## src/rtl/ofdm_adc_capture_pkg.sv

```systemverilog
// Shared types and helpers for the OFDM ADC capture path: beat layout, FSM states,
// and offset-binary to two's-complement conversion.
package ofdm_pkg;

    localparam int DATA_W   = 38;
    localparam int ENTRY_W  = DATA_W + 3;
    localparam int ADC_W    = 14;
    localparam int REAL_MSB = 37;
    localparam int IMAG_MSB = 21;
    localparam int EXP_MSB  = 5;

    typedef enum logic [1:0] {
        IDLE    = 2'd0,
        CAPTURE = 2'd1,
        ABORT   = 2'd2
    } state_t;

    // Flipping the MSB recentres offset binary on zero; the result is then sign-extended.
    function automatic logic [15:0] ob14_to_tc16(input logic [ADC_W-1:0] x);
        return {{3{~x[13]}}, x[12:0]};
    endfunction

endpackage

```

## src/rtl/ofdm_adc_capture_if.sv

```systemverilog
// Avalon-ST source bus carrying packed complex beats out of the capture block.
interface ofdm_adc_capture_if;
    import ofdm_pkg::*;

    logic [DATA_W-1:0] data;
    logic              valid;
    logic              ready;
    logic              startofpacket;
    logic              endofpacket;
    logic              error;

    modport master (output data, valid, startofpacket, endofpacket, error, input ready);
    modport slave  (input data, valid, startofpacket, endofpacket, error, output ready);
endinterface

```

## src/rtl/ofdm_adc_capture_fifo.sv

```systemverilog
// Synchronous first-word-fall-through FIFO with a registered head; a written entry
// spends one cycle in storage before it can be presented.
module ofdm_stream_fifo #(
    parameter int WIDTH = 41,
    parameter int DEPTH = 16,
    localparam int AW = $clog2(DEPTH),
    localparam int CW = AW + 1
) (
    input  logic             clk,
    input  logic             rst_b,
    input  logic             wr_en,
    input  logic [WIDTH-1:0] wr_data,
    input  logic             rd_en,
    output logic [WIDTH-1:0] rd_data,
    output logic             full,
    output logic             empty,
    output logic [CW-1:0]    count
);

    logic [WIDTH-1:0] mem [DEPTH];
    logic [AW-1:0]    wr_ptr;
    logic [AW-1:0]    rd_ptr;
    logic [CW-1:0]    mem_cnt;
    logic             head_valid;
    logic [WIDTH-1:0] head;
    logic             push;
    logic             pop;
    logic             load;

    // count covers storage plus head, so full is judged on registered state only
    assign count   = mem_cnt + CW'(head_valid);
    assign full    = (count == CW'(DEPTH));
    assign empty   = ~head_valid;
    assign rd_data = head;
    assign push    = wr_en && !full;
    assign pop     = head_valid && rd_en;
    assign load    = (mem_cnt != '0) && (!head_valid || pop);

    always_ff @(posedge clk) begin
        if (push) begin
            mem[wr_ptr] <= wr_data;
        end
    end

    always_ff @(posedge clk) begin
        if (!rst_b) begin
            wr_ptr     <= '0;
            rd_ptr     <= '0;
            mem_cnt    <= '0;
            head_valid <= 1'b0;
            head       <= '0;
        end else begin
            if (push) begin
                wr_ptr <= wr_ptr + AW'(1);
            end
            if (load) begin
                head   <= mem[rd_ptr];
                rd_ptr <= rd_ptr + AW'(1);
            end
            head_valid <= load ? 1'b1 : (pop ? 1'b0 : head_valid);
            mem_cnt    <= mem_cnt + CW'(push) - CW'(load);
        end
    end

endmodule

```

## src/rtl/ofdm_adc_capture.sv

```systemverilog
// Dual-channel ADC capture: converts offset-binary samples, frames them into packets
// and buffers beats for a backpressuring sink, closing aborted frames cleanly.
//
// state   | meaning
// IDLE    | no writes; waits for registered enable to start a frame
// CAPTURE | writes one sample per cycle, tracking frame position
// ABORT   | FIFO overran mid-frame; waits for room to write the error/eop close beat
module ofdm_adc_capture
    import ofdm_pkg::*;
#(
    parameter int FRAME_LEN  = 64,
    parameter int FIFO_DEPTH = 16
) (
    input  logic                 sample_clock_adc,
    input  logic                 reset_reset,
    input  logic                 capture_enable,
    input  logic [ADC_W-1:0]     ADC_Capture_ChA_Data,
    input  logic [ADC_W-1:0]     ADC_Capture_ChB_Data,
    input  logic                 overflow_clear,
    output logic                 status_overflow,
    ofdm_adc_capture_if.master   aso_out0
);

    localparam int CNT_W = $clog2(FRAME_LEN);
    localparam int LVL_W = $clog2(FIFO_DEPTH) + 1;
    localparam logic [CNT_W-1:0] LAST = CNT_W'(FRAME_LEN - 1);

    logic               en_r;
    logic [ADC_W-1:0]   cha_r;
    logic [ADC_W-1:0]   chb_r;
    state_t             state;
    state_t             state_nx;
    logic [CNT_W-1:0]   cnt;
    logic [CNT_W-1:0]   cnt_nx;
    logic               wr_en;
    logic [ENTRY_W-1:0] wr_entry;
    logic [DATA_W-1:0]  sample_word;
    logic               ovf_set;
    logic               fifo_full;
    logic               fifo_empty;
    logic [ENTRY_W-1:0] head;
    logic [LVL_W-1:0]   fifo_level_unused;

    always_ff @(posedge sample_clock_adc) begin
        if (!reset_reset) begin
            en_r  <= 1'b0;
            cha_r <= '0;
            chb_r <= '0;
        end else begin
            en_r  <= capture_enable;
            cha_r <= ADC_Capture_ChA_Data;
            chb_r <= ADC_Capture_ChB_Data;
        end
    end

    always_ff @(posedge sample_clock_adc) begin
        if (!reset_reset) begin
            state           <= IDLE;
            cnt             <= '0;
            status_overflow <= 1'b0;
        end else begin
            state <= state_nx;
            cnt   <= cnt_nx;
            if (ovf_set) begin
                status_overflow <= 1'b1;
            end else if (overflow_clear) begin
                status_overflow <= 1'b0;
            end
        end
    end

    always_comb begin
        state_nx    = state;
        cnt_nx      = cnt;
        wr_en       = 1'b0;
        wr_entry    = '0;
        ovf_set     = 1'b0;
        sample_word = '0;
        sample_word[REAL_MSB -: 16] = ob14_to_tc16(cha_r);
        sample_word[IMAG_MSB -: 16] = ob14_to_tc16(chb_r);
        sample_word[EXP_MSB:0]      = '0;

        unique case (state)
            IDLE: begin
                if (en_r) begin
                    state_nx = CAPTURE;
                    cnt_nx   = '0;
                end
            end
            CAPTURE: begin
                if (fifo_full) begin
                    // a drop at frame start leaves nothing open, so no close beat is owed
                    ovf_set  = 1'b1;
                    state_nx = (cnt == '0) ? IDLE : ABORT;
                end else begin
                    wr_en    = 1'b1;
                    wr_entry = {sample_word, cnt == '0, cnt == LAST, 1'b0};
                    cnt_nx   = cnt + CNT_W'(1);
                    if (cnt == LAST && !en_r) begin
                        state_nx = IDLE;
                    end
                end
            end
            ABORT: begin
                if (!fifo_full) begin
                    wr_en    = 1'b1;
                    wr_entry = {{DATA_W{1'b0}}, 1'b0, 1'b1, 1'b1};
                    state_nx = IDLE;
                end
            end
            default: state_nx = IDLE;
        endcase
    end

    ofdm_stream_fifo #(
        .WIDTH(ENTRY_W),
        .DEPTH(FIFO_DEPTH)
    ) u_fifo (
        .clk    (sample_clock_adc),
        .rst_b  (reset_reset),
        .wr_en  (wr_en),
        .wr_data(wr_entry),
        .rd_en  (aso_out0.ready),
        .rd_data(head),
        .full   (fifo_full),
        .empty  (fifo_empty),
        .count  (fifo_level_unused)
    );

    assign aso_out0.valid         = ~fifo_empty;
    assign aso_out0.data          = head[ENTRY_W-1:3];
    assign aso_out0.startofpacket = head[2];
    assign aso_out0.endofpacket   = head[1];
    assign aso_out0.error         = head[0];

endmodule

```

## src/flat_wrapper.sv

```systemverilog
// flat-port wrapper written by rule: the top's interface ports become plain ports
module ofdm_adc_capture_flat import ofdm_pkg::*;
#(
    parameter int FRAME_LEN  = 64,
    parameter int FIFO_DEPTH = 16
)
  (sample_clock_adc, reset_reset, capture_enable, ADC_Capture_ChA_Data, ADC_Capture_ChB_Data, overflow_clear, status_overflow, aso_out0_data, aso_out0_valid, aso_out0_startofpacket, aso_out0_endofpacket, aso_out0_error, aso_out0_ready);
  ofdm_adc_capture_if aso_out0_i ();
  input  logic sample_clock_adc;
  input  logic reset_reset;
  input  logic capture_enable;
  input  logic [ADC_W-1:0] ADC_Capture_ChA_Data;
  input  logic [ADC_W-1:0] ADC_Capture_ChB_Data;
  input  logic overflow_clear;
  output logic status_overflow;
  output wire logic [$bits(aso_out0_i.data)-1:0] aso_out0_data;
  output wire logic [$bits(aso_out0_i.valid)-1:0] aso_out0_valid;
  output wire logic [$bits(aso_out0_i.startofpacket)-1:0] aso_out0_startofpacket;
  output wire logic [$bits(aso_out0_i.endofpacket)-1:0] aso_out0_endofpacket;
  output wire logic [$bits(aso_out0_i.error)-1:0] aso_out0_error;
  input wire logic [$bits(aso_out0_i.ready)-1:0] aso_out0_ready;
  assign aso_out0_data = aso_out0_i.data;
  assign aso_out0_valid = aso_out0_i.valid;
  assign aso_out0_startofpacket = aso_out0_i.startofpacket;
  assign aso_out0_endofpacket = aso_out0_i.endofpacket;
  assign aso_out0_error = aso_out0_i.error;
  assign aso_out0_i.ready = aso_out0_ready;
  ofdm_adc_capture #(.FRAME_LEN(FRAME_LEN), .FIFO_DEPTH(FIFO_DEPTH)) u_core (.sample_clock_adc(sample_clock_adc), .reset_reset(reset_reset), .capture_enable(capture_enable), .ADC_Capture_ChA_Data(ADC_Capture_ChA_Data), .ADC_Capture_ChB_Data(ADC_Capture_ChB_Data), .overflow_clear(overflow_clear), .status_overflow(status_overflow), .aso_out0(aso_out0_i));
endmodule
```

## config.mk

```make
export PLATFORM = sky130hd
export DESIGN_NAME = ofdm_adc_capture_flat
export DESIGN_NICKNAME = d
export VERILOG_FILES = /design/src/rtl/ofdm_adc_capture_pkg.sv /design/src/rtl/ofdm_adc_capture_if.sv /design/src/rtl/ofdm_adc_capture_fifo.sv /design/src/rtl/ofdm_adc_capture.sv /design/src/flat_wrapper.sv
export SDC_FILE = /design/constraint.sdc
export NUM_CORES = 1
export LEC_CHECK = 0
export CAP_MARGIN = 15
export CORE_MARGIN = 2
export CORE_UTILIZATION = 54
export DETAILED_ROUTE_END_ITERATION = 16
export PLACE_DENSITY = 0.72
export SYNTH_ARGS = -nofsm -noshare
export SYNTH_HDL_FRONTEND = slang
export SYNTH_SLANG_ARGS = --single-unit
```

## constraint.sdc

```tcl
create_clock -name sample_clock_adc -period 8.5 [get_ports sample_clock_adc]
set_clock_uncertainty 0.05 [all_clocks]
set_input_delay 2.55 -clock sample_clock_adc [delete_from_list [all_inputs] [get_ports sample_clock_adc]]
set_output_delay 2.55 -clock sample_clock_adc [all_outputs]
set_load 0.01 [all_outputs]
```

==> metrics.txt <==
outcome=completed; RR Startpoint=u_core.u_fifo.mem_cnt[0]; Worst-Margin Slew=1.135 ns; drc violations=0; Final setup viols=0; FF-to-FF End=u_core.u_fifo.mem_cnt[4]; Yosys top cell area share=67.11%; Data required, critical path=8.95 ns; vias post-DR=10,910; Max Cap Viol=0; die height=206.7 µm; clock latency at the later pin of the worst-skew pair=0.58 ns; Initial Util=54.47%; CP endpoint kind=flip-flop; final max-slew violation count=0; Finished Core Util=61.79%; drt first pass iters=5; Setup crit start=aso_out0_ready; drt wl/cell=25.45 µm; post-placement cell count=between 1,500 and 2,000; drt via density=6.103; Final min period=5.062 ns; crit path DAT=around 5.5 ns; Worst-path clk slew=about 0.06 ns; crit path to=u_core.u_fifo.mem_cnt[4]; Die X=between 200 and 250 µm; root buffer cell=clkbuf_16; final WL=45,500 µm; Fillers=2,821; # rows=74; Layout area overhead=13.42%; die footprint=approximately 43,000 µm²; most common cell in the synthesized netlist=edfxtp_1; post-DP HPWL=22,770 µm; Yosys cell types=49; GRT Total Usage=21.81%; Finished Layout Cells=1,788; Mapped Area=22,190 µm²; Top Ports=76; Rel. slew slack=between 20% and 30%; Sum Neg Setup Slack=0 ns; multi-input logic area=~5300 µm²; CTS Sinks=579; flip-flop and latch area=16,560 µm²; ANT nets after route=0; Synth Register Bits=579; first-pass GRT wire length=67,780 µm; Post-CTS Hold Fix Bufs=0; Final #Nets=about 1,300; top post-synthesis cells by area=edfxtp_1, mux4_2, dfxtp_1, o22ai_1, and2_1; Fin. Hold Viols=0; Post-CTS Resized=0; Post-synth top cells=edfxtp_1, mux4_2, dfxtp_1; Primary FF master, synth=edfxtp_1; Worst Path Max Fanout=68; Post-CTS Setup Inserts=0; CP startpoint kind=input pin; Placer Congestion=0.7641; asr flop ratio synth=0%; maximum clock path buffer count=3; Yosys warnings=0; Core Region=just over 40,000 µm²; total grt overflow=0; Power Dens Cells=~300 nW/µm²; maximum VDD drop=0.0002095 V; Cells after Synth=~1,100; R2R Setup Slk=4.87 ns; EDFF count, synth=496; fmax=just under 200 MHz; antenna violations before repair=0; Mean Syn Cell Area=19.67 µm²; start point of the worst hold path=u_core.state[0]; Seq/Total Area, Yosys=74.60%; Pwr Total=7.488 mW; Tightest Hold Check Type=flip-flop to flip-flop; CTS tree=yes; leading area contributor after synthesis=edfxtp_1; H-tree depth=2; Crit Path Class=input pin to flip-flop; CTS buffer count=between 50 and 60; R2R cell count=15; Worst Hold Slack=0.4397 ns; vias in the first global route=11,060; IO buf count=slightly below 70; Leakage=7.715 nW; largest net degree at the start of global routing=a little under 70; RSZ-0062 raised after global routing=false; share of layout cells above drive strength 1=22.87%; Starting DRT DRC Count=1,056; Tcrit/Tclk final=about three fifths
-- cell usage in the layout, fill, tap and decap left out, types with 3 or more instances in the layout --
cell type        synthesis  layout
nand3_1                  8       8
a211oi_1                32      32
and3_1                  17       3
clkbuf_16                0      59
inv_1                   12      11
clkbuf_8                 0       9
o211ai_1                 4       4
nand2b_1                 4       4
a21oi_1                  9       9
ha_1                    20      20
and3_2                   0      14
mux4_2                 124     124
nor2b_4                  0       3
o21ai_0                  4       4
nand2_1                 15      15
buf_4                   12      20
or3_1                    3       3
clkinv_2                 0      10
nor2_1                  19      19
clkinv_1                 0       7
or2_2                    3       3
mux2_2                  31      31
and2_1                  58      58
xnor2_1                  5       5
edfxtp_1               496     496
o22ai_1                 63      63
mux2i_1                  4       4
nor2b_1                  7       4
nor4_1                   3       3
clkdlybuf4s50_1          0      68
clkbuf_1                35      19
dfxtp_1                 83      80
conb_1                   1       6
xor2_1                   5       5
-- worst max-delay path, cell delays in order --
cell	delay, ns
clkdlybuf4s50_1	0.44
nand2b_1	0.11
nor2b_4	0.13
buf_4	0.65
ha_1	0.23
inv_1	0.04
ha_1	0.20
fa_1	0.44
a21oi_1	0.15
nor2_1	0.06
or3_1	0.34
a21oi_1	0.14
-- state kept, by name, indices dropped and copies added (netlist names) --
name	count
u_core.u_fifo.head_valid	1
u_core.cnt	6
u_core.u_fifo.rd_data	31
u_core.u_fifo.mem_cnt	5
u_core.en_r	1
u_core.u_fifo.rd_ptr	4
u_core.u_fifo.mem	496
u_core.u_fifo.wr_ptr	4
u_core.state	2
u_core.chb_r	14
u_core.status_overflow	1
u_core.cha_r	14
-- final cells by class --
class	count	area share, %
antenna	1	0.009941
clock buffer	87	6.641
clock inverter	21	0.4374
inverter	13	0.1939
multi-input combinational	466	20.95
sequential	579	65.81
tap	532	2.644
timing repair buffer	89	3.320
-- per-layer routing --
layer / vias up / share of wire, % / GRT usage, %
met5: - / 0 / 0
met4: 0 / 1.7 / 5.471
met3: 66 / 6.6 / 3.391
met2: 381 / 50 / 35.80
met1: 5727 / 42 / 31.17
li1: 4738 / - / -
-- worst min-delay path by stage --
stage / to / cells past startpoint
2_1_floorplan: u_core.state[0] / 2
3_3_place_gp: u_core.state[0] / 2
3_5_place_dp: u_core.state[0] / 2
4_1_cts: u_core.state[0] / 2
5_1_grt: u_core.state[0] / 2
6_report: u_core.state[0] / 2
-- power breakdown --
| group | switching (mW) | total [mW] | internal [mW] |
|---|---|---|---|
| combinational | 0.789 | 1.65 | 0.866 |
| clock | 1.01 | 2.36 | 1.35 |
| sequential | 0.193 | 3.47 | 3.28 |
| total | 1.99 | 7.49 | 5.50 |
-- metrics by stage --
stage               setup WS (ns)  instance area (µm²)
CTS                         3.445                25170
detailed placement          2.850                23390
global route                3.284                25170
floorplan                   3.450                22210
finish                      3.438                25170
global placement            2.906                23390
-- cells by family (layout without fill, tap and decap cells) --
kind of cell	after synthesis	after routing	synth area share, %
XOR/XNOR	10	10	0.3946
adder cells (fa/ha/maj)	21	21	1.218
buffers and inverters	88	210	1.928
other	1	7	0.01690
flip-flops	579	579	74.60
AND/OR/NAND/NOR	146	146	3.710
multiplexers	159	159	14.34
AO/OA/AOI/OAI	124	124	3.794
Note: power is estimated with default switching activity, not from simulation.
